==> src/rtl/sobel_window_gen.sv <==
// rtl/sobel_window_gen.sv - WIN x WIN pixel window generator with position tracking
//
// Purpose:
//   Assembles a WIN x WIN window of registered taps from WIN vertically
//   aligned row streams coming out of the line-buffer chain. It tracks the
//   column/row of each accepted column and flags windows that lie fully
//   inside the image, together with end-of-line and end-of-frame strobes.
//
// Parameters:
//   DW     pixel width in bits
//   WIN    window size (odd, 3..7)
//   IMG_W  active pixels per line
//   IMG_H  active lines per frame
//
// Ports:
//   clk        system clock
//   rst        synchronous active-high reset
//   shift_en   one pixel column accepted this cycle
//   sof        start of frame, qualified by shift_en; accepted column is (0,0)
//   col_din    incoming column, slice r (bits r*DW +: DW) is row r,
//              r=0 oldest line, r=WIN-1 live input
//   win        window taps, tap (r,c) at bits (r*WIN+c)*DW +: DW,
//              c=0 oldest (leftmost) column
//   win_valid  one-cycle pulse, win holds a fully interior window
//   win_eol    win_valid on the last column of a line
//   win_eof    win_eol on the last line of a frame
//   col_cnt    column index of the most recently accepted column
//   row_cnt    row index of the most recently accepted column
//
// Build option:
//   SOBEL_WIN_BORDER_REPLICATE_EN - when defined, the column accepted at
//   col 0 is replicated into every window column, and win_valid no longer
//   waits for WIN-1 columns of the new line.

module sobel_window_gen #(
  parameter int DW    = 8,
  parameter int WIN   = 3,
  parameter int IMG_W = 640,
  parameter int IMG_H = 480
) (
  input  logic                       clk,
  input  logic                       rst,
  input  logic                       shift_en,
  input  logic                       sof,
  input  logic [WIN*DW-1:0]          col_din,
  output logic [WIN*WIN*DW-1:0]      win,
  output logic                       win_valid,
  output logic                       win_eol,
  output logic                       win_eof,
  output logic [$clog2(IMG_W)-1:0]   col_cnt,
  output logic [$clog2(IMG_H)-1:0]   row_cnt
);

  localparam int CW = $clog2(IMG_W);
  localparam int RW = $clog2(IMG_H);

  localparam logic [CW-1:0] COL_LAST = CW'(IMG_W - 1);
  localparam logic [RW-1:0] ROW_LAST = RW'(IMG_H - 1);
  localparam logic [RW-1:0] ROW_MIN  = RW'(WIN - 1);
`ifndef SOBEL_WIN_BORDER_REPLICATE_EN
  localparam logic [CW-1:0] COL_MIN  = CW'(WIN - 1);
`endif

  // Set out of reset so the very first accepted column is treated as (0,0)
  // even if the source never raised sof.
  logic first_q;

  logic [CW-1:0]          pos_col;
  logic [RW-1:0]          pos_row;
  logic [WIN*WIN*DW-1:0]  win_nxt;
  logic                   valid_nxt;
  logic                   eol_nxt;
  logic                   eof_nxt;

  // Position of the column being accepted this cycle. Only meaningful when
  // shift_en is high; the register update below is gated accordingly.
  always_comb begin
    pos_col = col_cnt;
    pos_row = row_cnt;
    if (sof || first_q) begin
      pos_col = '0;
      pos_row = '0;
    end else if (col_cnt == COL_LAST) begin
      pos_col = '0;
      if (row_cnt == ROW_LAST) begin
        pos_row = '0;
      end else begin
        pos_row = row_cnt + RW'(1);
      end
    end else begin
      pos_col = col_cnt + CW'(1);
    end
  end

  // Tap shift: every row moves one column left and the new pixel enters at
  // the right. Columns from the previous line are deliberately kept; the
  // column condition on win_valid hides them until they have been flushed.
  always_comb begin
    win_nxt = win;
    if (shift_en) begin
      for (int r = 0; r < WIN; r++) begin
        for (int c = 0; c < WIN - 1; c++) begin
          win_nxt[(r*WIN+c)*DW +: DW] = win[(r*WIN+c+1)*DW +: DW];
        end
        win_nxt[(r*WIN+WIN-1)*DW +: DW] = col_din[r*DW +: DW];
`ifdef SOBEL_WIN_BORDER_REPLICATE_EN
        if (pos_col == '0) begin
          for (int c = 0; c < WIN - 1; c++) begin
            win_nxt[(r*WIN+c)*DW +: DW] = col_din[r*DW +: DW];
          end
        end
`endif
      end
    end
  end

  // Strobes are evaluated on the position of the accepted column so they
  // line up with the taps that column produces.
  always_comb begin
`ifdef SOBEL_WIN_BORDER_REPLICATE_EN
    valid_nxt = shift_en && (pos_row >= ROW_MIN);
`else
    valid_nxt = shift_en && (pos_row >= ROW_MIN) && (pos_col >= COL_MIN);
`endif
    eol_nxt = valid_nxt && (pos_col == COL_LAST);
    eof_nxt = eol_nxt && (pos_row == ROW_LAST);
  end

  always_ff @(posedge clk) begin
    if (rst) begin
      win       <= '0;
      win_valid <= 1'b0;
      win_eol   <= 1'b0;
      win_eof   <= 1'b0;
      col_cnt   <= '0;
      row_cnt   <= '0;
      first_q   <= 1'b1;
    end else begin
      win       <= win_nxt;
      win_valid <= valid_nxt;
      win_eol   <= eol_nxt;
      win_eof   <= eof_nxt;
      if (shift_en) begin
        col_cnt <= pos_col;
        row_cnt <= pos_row;
        first_q <= 1'b0;
      end
    end
  end

endmodule

==> config.mk <==
export PLATFORM = sky130hd
export DESIGN_NAME = sobel_window_gen
export DESIGN_NICKNAME = d
export VERILOG_FILES = /design/src/rtl/sobel_window_gen.sv
export SDC_FILE = /design/constraint.sdc
export NUM_CORES = 1
export LEC_CHECK = 0
export BUFFER_PORTS_ARGS = -buffer_cell sky130_fd_sc_hd__buf_4
export CAP_MARGIN = 20
export CORE_ASPECT_RATIO = 0.8
export CORE_MARGIN = 2
export CORE_UTILIZATION = 50
export DETAILED_ROUTE_END_ITERATION = 10
export GPL_ROUTABILITY_DRIVEN = 1
export PLACE_DENSITY = 0.89
export SYNTH_ARGS = -nofsm -noshare
export SYNTH_HDL_FRONTEND = slang
export SYNTH_SLANG_ARGS = --single-unit
==> constraint.sdc <==
create_clock -name clk -period 2.6 [get_ports clk]
set_clock_uncertainty 0.1 [all_clocks]
set_input_delay 0.13 -clock clk [delete_from_list [all_inputs] [get_ports clk]]
set_output_delay 0.13 -clock clk [all_outputs]
set_load 0.005 [all_outputs]
==> results of run 1 <==
==> logic make-up (layout without fill, tap and decap cells) <==
kind of cell    after synthesis  in the layout  synth area share, %
flops                        95             95                 47.2
fa+ha+maj                     2              2                0.621
xor+xnor                      7              7                 1.52
simple gates                174            174                 21.2
mux                          77             77                 19.1
buf+inv                      34            172                 3.88
compound gates               46             46                 6.46
==> report_power, final <==
group / internal, mW / leakage [nW] / switching (mW)
Combinational: 0.160 / 1.61 / 0.131
Clock: 0.399 / 0.102 / 0.560
Sequential: 1.50 / 0.773 / 0.0333
==> Yosys cell counts (2+ instances only) <==
cell type  instances
buf_1              2
nor4_1             4
or2_2              2
mux2i_1           77
a21oi_1           18
nor4_2             2
inv_1              4
or3_1              4
o21ai_0           14
xor2_1             5
nor3_1             7
nor3b_1            4
dfxtp_1           95
buf_6              3
and3_1             6
a21o_1             2
a22oi_1            3
nand3_1           11
xnor2_1            2
or4_1              2
clkbuf_1          22
a31oi_1            4
nor2_1            95
nand4_1            4
ha_1               2
nand3_2            2
buf_2              2
nand2_1           18
==> state kept, by name, indices dropped and copies added, names as in the netlist <==
register   cells
col_cnt       10
win_eol        1
row_cnt        9
first_q        1
win_eof        1
win_valid      1
win           72
==> area by class of cell <==
type                    count  share of cell area [%]
multi-input cells         306                    36.2
clock inverters             6                    1.15
flip-flops and latches     95                    35.0
repair buffers            152                    22.3
inverters                   4                   0.276
well taps                 108                    2.49
clock buffers              10                    2.53
==> worst max-delay path, delay by kind of cell (launching register included) <==
family | cells | cell delay [ns]
AO/OA/AOI/OAI | 1 | 0.20
AND/OR/NAND/NOR | 4 | 1.32
adder cells (fa/ha/maj) | 1 | 0.33
flip-flops | 1 | 0.42
==> final timing paths <==
path / cells after the start / endpoint / start / slack, ns
hold / removal: 3 / col_cnt[1]$_SDFFE_PP0P_ / shift_en / 0.07
setup reg to reg: 6 / win_eof$_SDFF_PP0_ / col_cnt[1]$_SDFFE_PP0P_ / 0.14
hold reg to reg: 1 / first_q$_SDFFE_PP1P_ / first_q$_SDFFE_PP1P_ / 0.38
setup / recovery: 6 / win_eof$_SDFF_PP0_ / col_cnt[1]$_SDFFE_PP0P_ / 0.14
==> cells in the final DEF, fill, tap and decap left out, types with 3 or more instances in the layout <==
cell / synthesis / layout
xor2_1: 5 / 5
dfxtp_1: 95 / 95
o21ai_0: 14 / 14
buf_4: 1 / 127
nand4_1: 4 / 4
or3_1: 4 / 4
nand3_1: 11 / 11
inv_1: 4 / 4
nand2_1: 18 / 18
dlygate4sd3_1: 0 / 24
mux2i_1: 77 / 77
nor3b_1: 4 / 4
and3_1: 6 / 6
a22oi_1: 3 / 3
a31oi_1: 4 / 4
clkbuf_8: 0 / 10
a21oi_1: 18 / 18
nor2_1: 95 / 95
nor3_1: 7 / 7
nor4_1: 4 / 4
==> per-layer routing <==
metal	track usage, %	up-vias
met2	38.7	133
met5	0	-
met3	7.69	13
met4	6.88	0
met1	29.7	1728
li1	-	1774
==> per-stage QoR <==
step	worst slack, ns	util, %
floorplan	0.282	-
global placement	0.245	63.4
detailed placement	0.181	63.4
CTS	0.150	69.0
global route	0.0208	69.0
finish	0.142	69.0
==> timing repair <==
item / CTS / global route
setup buffers: 0 / 0
endpoints found under the setup margin: 0 / 0
hold buffers: 24 / 0
endpoints found under the hold margin: 24 / 0
==> flow_metrics.py, run 1 <==
metrics = {
    "worst_setup_path": {
        "cp_slowest_stage_delay_ns": 0.49,
        "path_cells": "ha_1, nand3_2, or3_4, or4_4, a21o_1, nor4_2",
        "worst-endpoint-arrival_ns": 2.64,
        "critPathKind": "reg -> reg",
        "critPathSlowestCell": "or4_4",
        "crit_fanout": 8,
        "end_kind": "flop",
        "startpoint_type": "flop",
        "cp.required_ns": 2.78,
    },
    "synthesis": {
        "synth_area_leaders": "dfxtp_1, mux2i_1, nor2_1",
        "syn_nets": 465,
        "synth_area_um2": 4030,
        "synth.distinct_cells": 47,
        "syn_inst": 435,
        "ys_seq_area_share_pct": 47.2,
        "synth_top_area_cell": "dfxtp_1",
        "avgSynthCellArea_um2": 9.26,
        "synth_top_area_share_pct": 47.2,
        "ys_async_sr_fraction_pct": 0,
        "synth_seq_cells": 95,
        "synth-main-ff-cell": "dfxtp_1",
        "yosysWarnings": 0,
        "synth_edf_count": 0,
    },
    "run": {
        "max_cap_viol_count": 0,
    },
    "die": {
        "dieArea_um2": 8790,
        "rows": 29,
        "start_util_pct": 51.2,
        "die_h_um": 84.3,
        "dieWidth_um": 104,
        "design.portCount": 122,
        "core_area_um2": 7870,
    },
    "sta": {
        "period_minus_slack_ns": 2.46,
        "finalHoldViolations": 0,
        "rsz0062_at_grt": "no",
        "worst_pin_slew_ns": 0.535,
        "post-route-period-util_pct": 94.5,
        "slew_violations": 0,
        "max_clock_freq_mhz": 407,
        "fin_tns_setup_ns": 0,
        "hold_ws_ns": 0.0657,
        "setup_viol": 0,
        "slew_headroom_pct": 64.4,
    },
    "drt": {
        "drc": 0,
        "vias": 3648,
        "postRouteAntennaNets": 0,
        "drtIter0Drc": 147,
        "drt-wirelength-per-cell_um": 15.3,
        "routed_wl_um": 10400,
        "top_layer": "met4",
        "wl_met3_um": 823,
        "dr_wl_met2_um": 5060,
        "firstDrtPassIters": 4,
        "vias_per_cell": 5.36,
        "met1_length_um": 4410,
    },
    "placed_design": {
        "gp_congestion": 0.945,
        "placed_cells_incl_taps": 641,
        "hpwl_um": 6970,
        "place_area_um2": 4990,
        "port_buffers": 121,
    },
    "clock_tree": {
        "cts_tree": "yes",
        "cts_buffer_depth": 2,
        "htreeDepth": 3,
        "clock-sinks": 95,
        "cts_inserted_buffers": 9,
        "cts-resized-gates": 0,
        "root_buffer": "clkbuf_8",
        "worstSkewPairLatency_ns": 0.36,
        "clk_pin_slew_worst_paths_ns": 0.10,
    },
    "finish": {
        "layout-drive-gt1-share_pct": 27.1,
        "multi_input_area_um2": 1970,
        "n_fill_cell": 604,
        "syn2layout_area_growth_pct": 34.9,
        "diodes": 0,
        "regArea_um2": 1900,
        "final_cells": 681,
        "layout.nets": 598,
        "fin_area_um2": 5440,
    },
    "status": {
        "status": "finished, final reports clean",
    },
    "power": {
        "power_mw": 2.78,
        "peakVddDrop_uv": 565,
        "p_leak_nw": 2.48,
        "powerDensity_nw_per_um2": 512,
    },
    "global_routing": {
        "antenna_found_initial": 0,
        "grt_max_degree": 73,
        "grt_pass1_wl_um": 16900,
        "grt_pass1_vias": 3464,
        "grt_overflow": 0,
        "grt.total_usage_pct": 23.5,
    },
    "min_path": {
        "hp-class": "in -> reg",
    },
}
(Power assumes the default switching activity.)
==> run 2, diff against run 1 <==
CAP_MARGIN = 0   (was 20)
GPL_TIMING_DRIVEN = 0   (was not set)
REMOVE_ABC_BUFFERS = 1   (was not set)
==> flow_metrics.py, run 2 (synthesis results as in run 1) <==
metrics = {
    "status": {
        "status": "finished, final reports clean",
    },
    "global_routing": {
        "grt_pass1_wl_um": 16600,
        "antenna_found_initial": 0,
        "grt_overflow": 0,
        "grt.total_usage_pct": 23.0,
        "grt_use_met3_pct": 8.62,
        "grt_busiest_layer": "met2",
        "use_met1_pct": 28.5,
        "grt_pass1_vias": 3403,
        "use_met2_pct": 37.1,
        "grt_max_degree": 95,
    },
    "worst_setup_path": {
        "critPathKind": "reg -> reg",
        "crit_fanout": 8,
        "end_kind": "flop",
        "startpoint_type": "flop",
        "cp_slowest_stage_delay_ns": 0.49,
        "cp.required_ns": 2.76,
        "path_cells": "ha_2, nand3_2, or3_4, or4_4, a21o_1, nor4_2",
        "critPathSlowestCell": "or4_4",
        "worst-endpoint-arrival_ns": 2.58,
    },
    "die": {
        "core_area_um2": 7870,
        "dieWidth_um": 104,
        "start_util_pct": 51.2,
        "die_h_um": 84.3,
        "dieArea_um2": 8790,
        "rows": 29,
        "design.portCount": 122,
    },
    "placed_design": {
        "place_ws_ns": -0.253,
        "gp_congestion": 0.969,
        "placed_cells_incl_taps": 634,
        "port_buffers": 121,
        "place_area_um2": 4930,
        "hpwl_um": 6270,
    },
    "sta": {
        "rsz0062_at_grt": "no",
        "max_clock_freq_mhz": 413,
        "setup_viol": 0,
        "setup_slack_ns": 0.180,
        "post-route-period-util_pct": 93.1,
        "hold_ws_ns": 0.209,
        "period_minus_slack_ns": 2.42,
        "slew_headroom_pct": 33.4,
        "slew_violations": 0,
        "worst_pin_slew_ns": 0.999,
        "finalHoldViolations": 0,
        "fin_tns_setup_ns": 0,
    },
    "drt": {
        "vias": 3621,
        "drc": 0,
        "drtIter0Drc": 186,
        "firstDrtPassIters": 4,
        "postRouteAntennaNets": 0,
        "routed_wl_um": 10200,
        "vias_per_cell": 5.37,
        "drt-wirelength-per-cell_um": 15.1,
    },
    "power": {
        "p_leak_nw": 2.44,
        "peakVddDrop_uv": 366,
        "powerDensity_nw_per_um2": 515,
    },
    "finish": {
        "regArea_um2": 1900,
        "largest-register": "win",
        "multi_input_area_um2": 1970,
        "fin_area_um2": 5380,
        "n_fill_cell": 578,
        "final_common_cell": "buf_4",
        "diodes": 0,
        "layout-drive-gt1-share_pct": 26.5,
        "largest_reg_flops": 72,
        "final_cells": 674,
        "layout.nets": 591,
        "syn2layout_area_growth_pct": 33.5,
        "mostFrequentLayoutCells": "buf_4, nor2_1, dfxtp_1",
        "top_regs": "win: 72 flops, col_cnt: 10 flops, row_cnt: 9 flops",
    },
    "clock_tree": {
        "cts_buffer_depth": 2,
        "root_buffer": "clkbuf_8",
        "cts_inserted_buffers": 9,
        "cts_setup_buffers": 0,
        "worstSkewPairLatency_ns": 0.36,
        "clk_pin_slew_worst_paths_ns": 0.09,
        "htreeDepth": 3,
        "clock-sinks": 95,
        "cts_tree": "yes",
    },
    "run": {
        "max_cap_viol_count": 0,
    },
    "min_path": {
        "hp-class": "in -> reg",
    },
}
==> run 2: changes by cell type in the layout (fill, tap and decap cells not counted), sizes merged <==
cell | before | now
buf | 128 | 121
==> run 2: final timing paths <==
path                                         startpoint                   end  slack [ns]  cells after the start
worst max-delay path            col_cnt[1]$_SDFFE_PP0P_    win_eof$_SDFF_PP0_        0.18                      6
worst min-delay path                                sof    win_eof$_SDFF_PP0_        0.21                      6
worst max register to register  col_cnt[1]$_SDFFE_PP0P_    win_eof$_SDFF_PP0_        0.18                      6
worst min register to register     first_q$_SDFFE_PP1P_  first_q$_SDFFE_PP1P_        0.39                      1
==> run 2: report_power, final <==
group / switching [mW] / total (mW) / leakage, nW / internal [mW]
sequential: 0.0342 / 1.53 / 0.773 / 1.50
combinational: 0.130 / 0.286 / 1.57 / 0.156
clock: 0.552 / 0.951 / 0.102 / 0.399
==> run 2: through the flow <==
step	utilization (%)	power [mW]
4_1_cts	68.2	2.80
5_1_grt	68.3	2.88
6_report	68.3	2.77
2_1_floorplan	-	1.65
3_3_place_gp	62.6	1.81
3_5_place_dp	62.6	1.82
==> run 2: worst max-delay path, delay by kind of cell, from the launching register on <==
kind	cells	cell delay, ns
flip-flops	1	0.42
AO/OA/AOI/OAI	1	0.20
AND/OR/NAND/NOR	4	1.31
adder cells (fa/ha/maj)	1	0.30
==> run 2: repair_timing <==
| action | CTS | global route |
|---|---|---|
| hold buffers | 24 | 0 |
| hold endpoints to repair | 24 | 0 |
| gates resized for setup | 0 | 3 |
| endpoints found under the setup margin | 0 | 4 |
==> run 2: final cells by class <==
| cell class | count | area share [%] |
|---|---|---|
| inverter | 4 | 0.279 |
| multi-input combinational | 306 | 36.7 |
| clock inverter | 6 | 1.12 |
| sequential | 95 | 35.4 |
| timing repair buffer | 145 | 21.4 |
| tap | 108 | 2.51 |
| clock buffer | 10 | 2.56 |
==> run 2: metal layers <==
layer,routed length (um),share of wire (%)
met5,0,0
met3,1050,10
met4,165,1.6
met2,4730,46
met1,4240,42
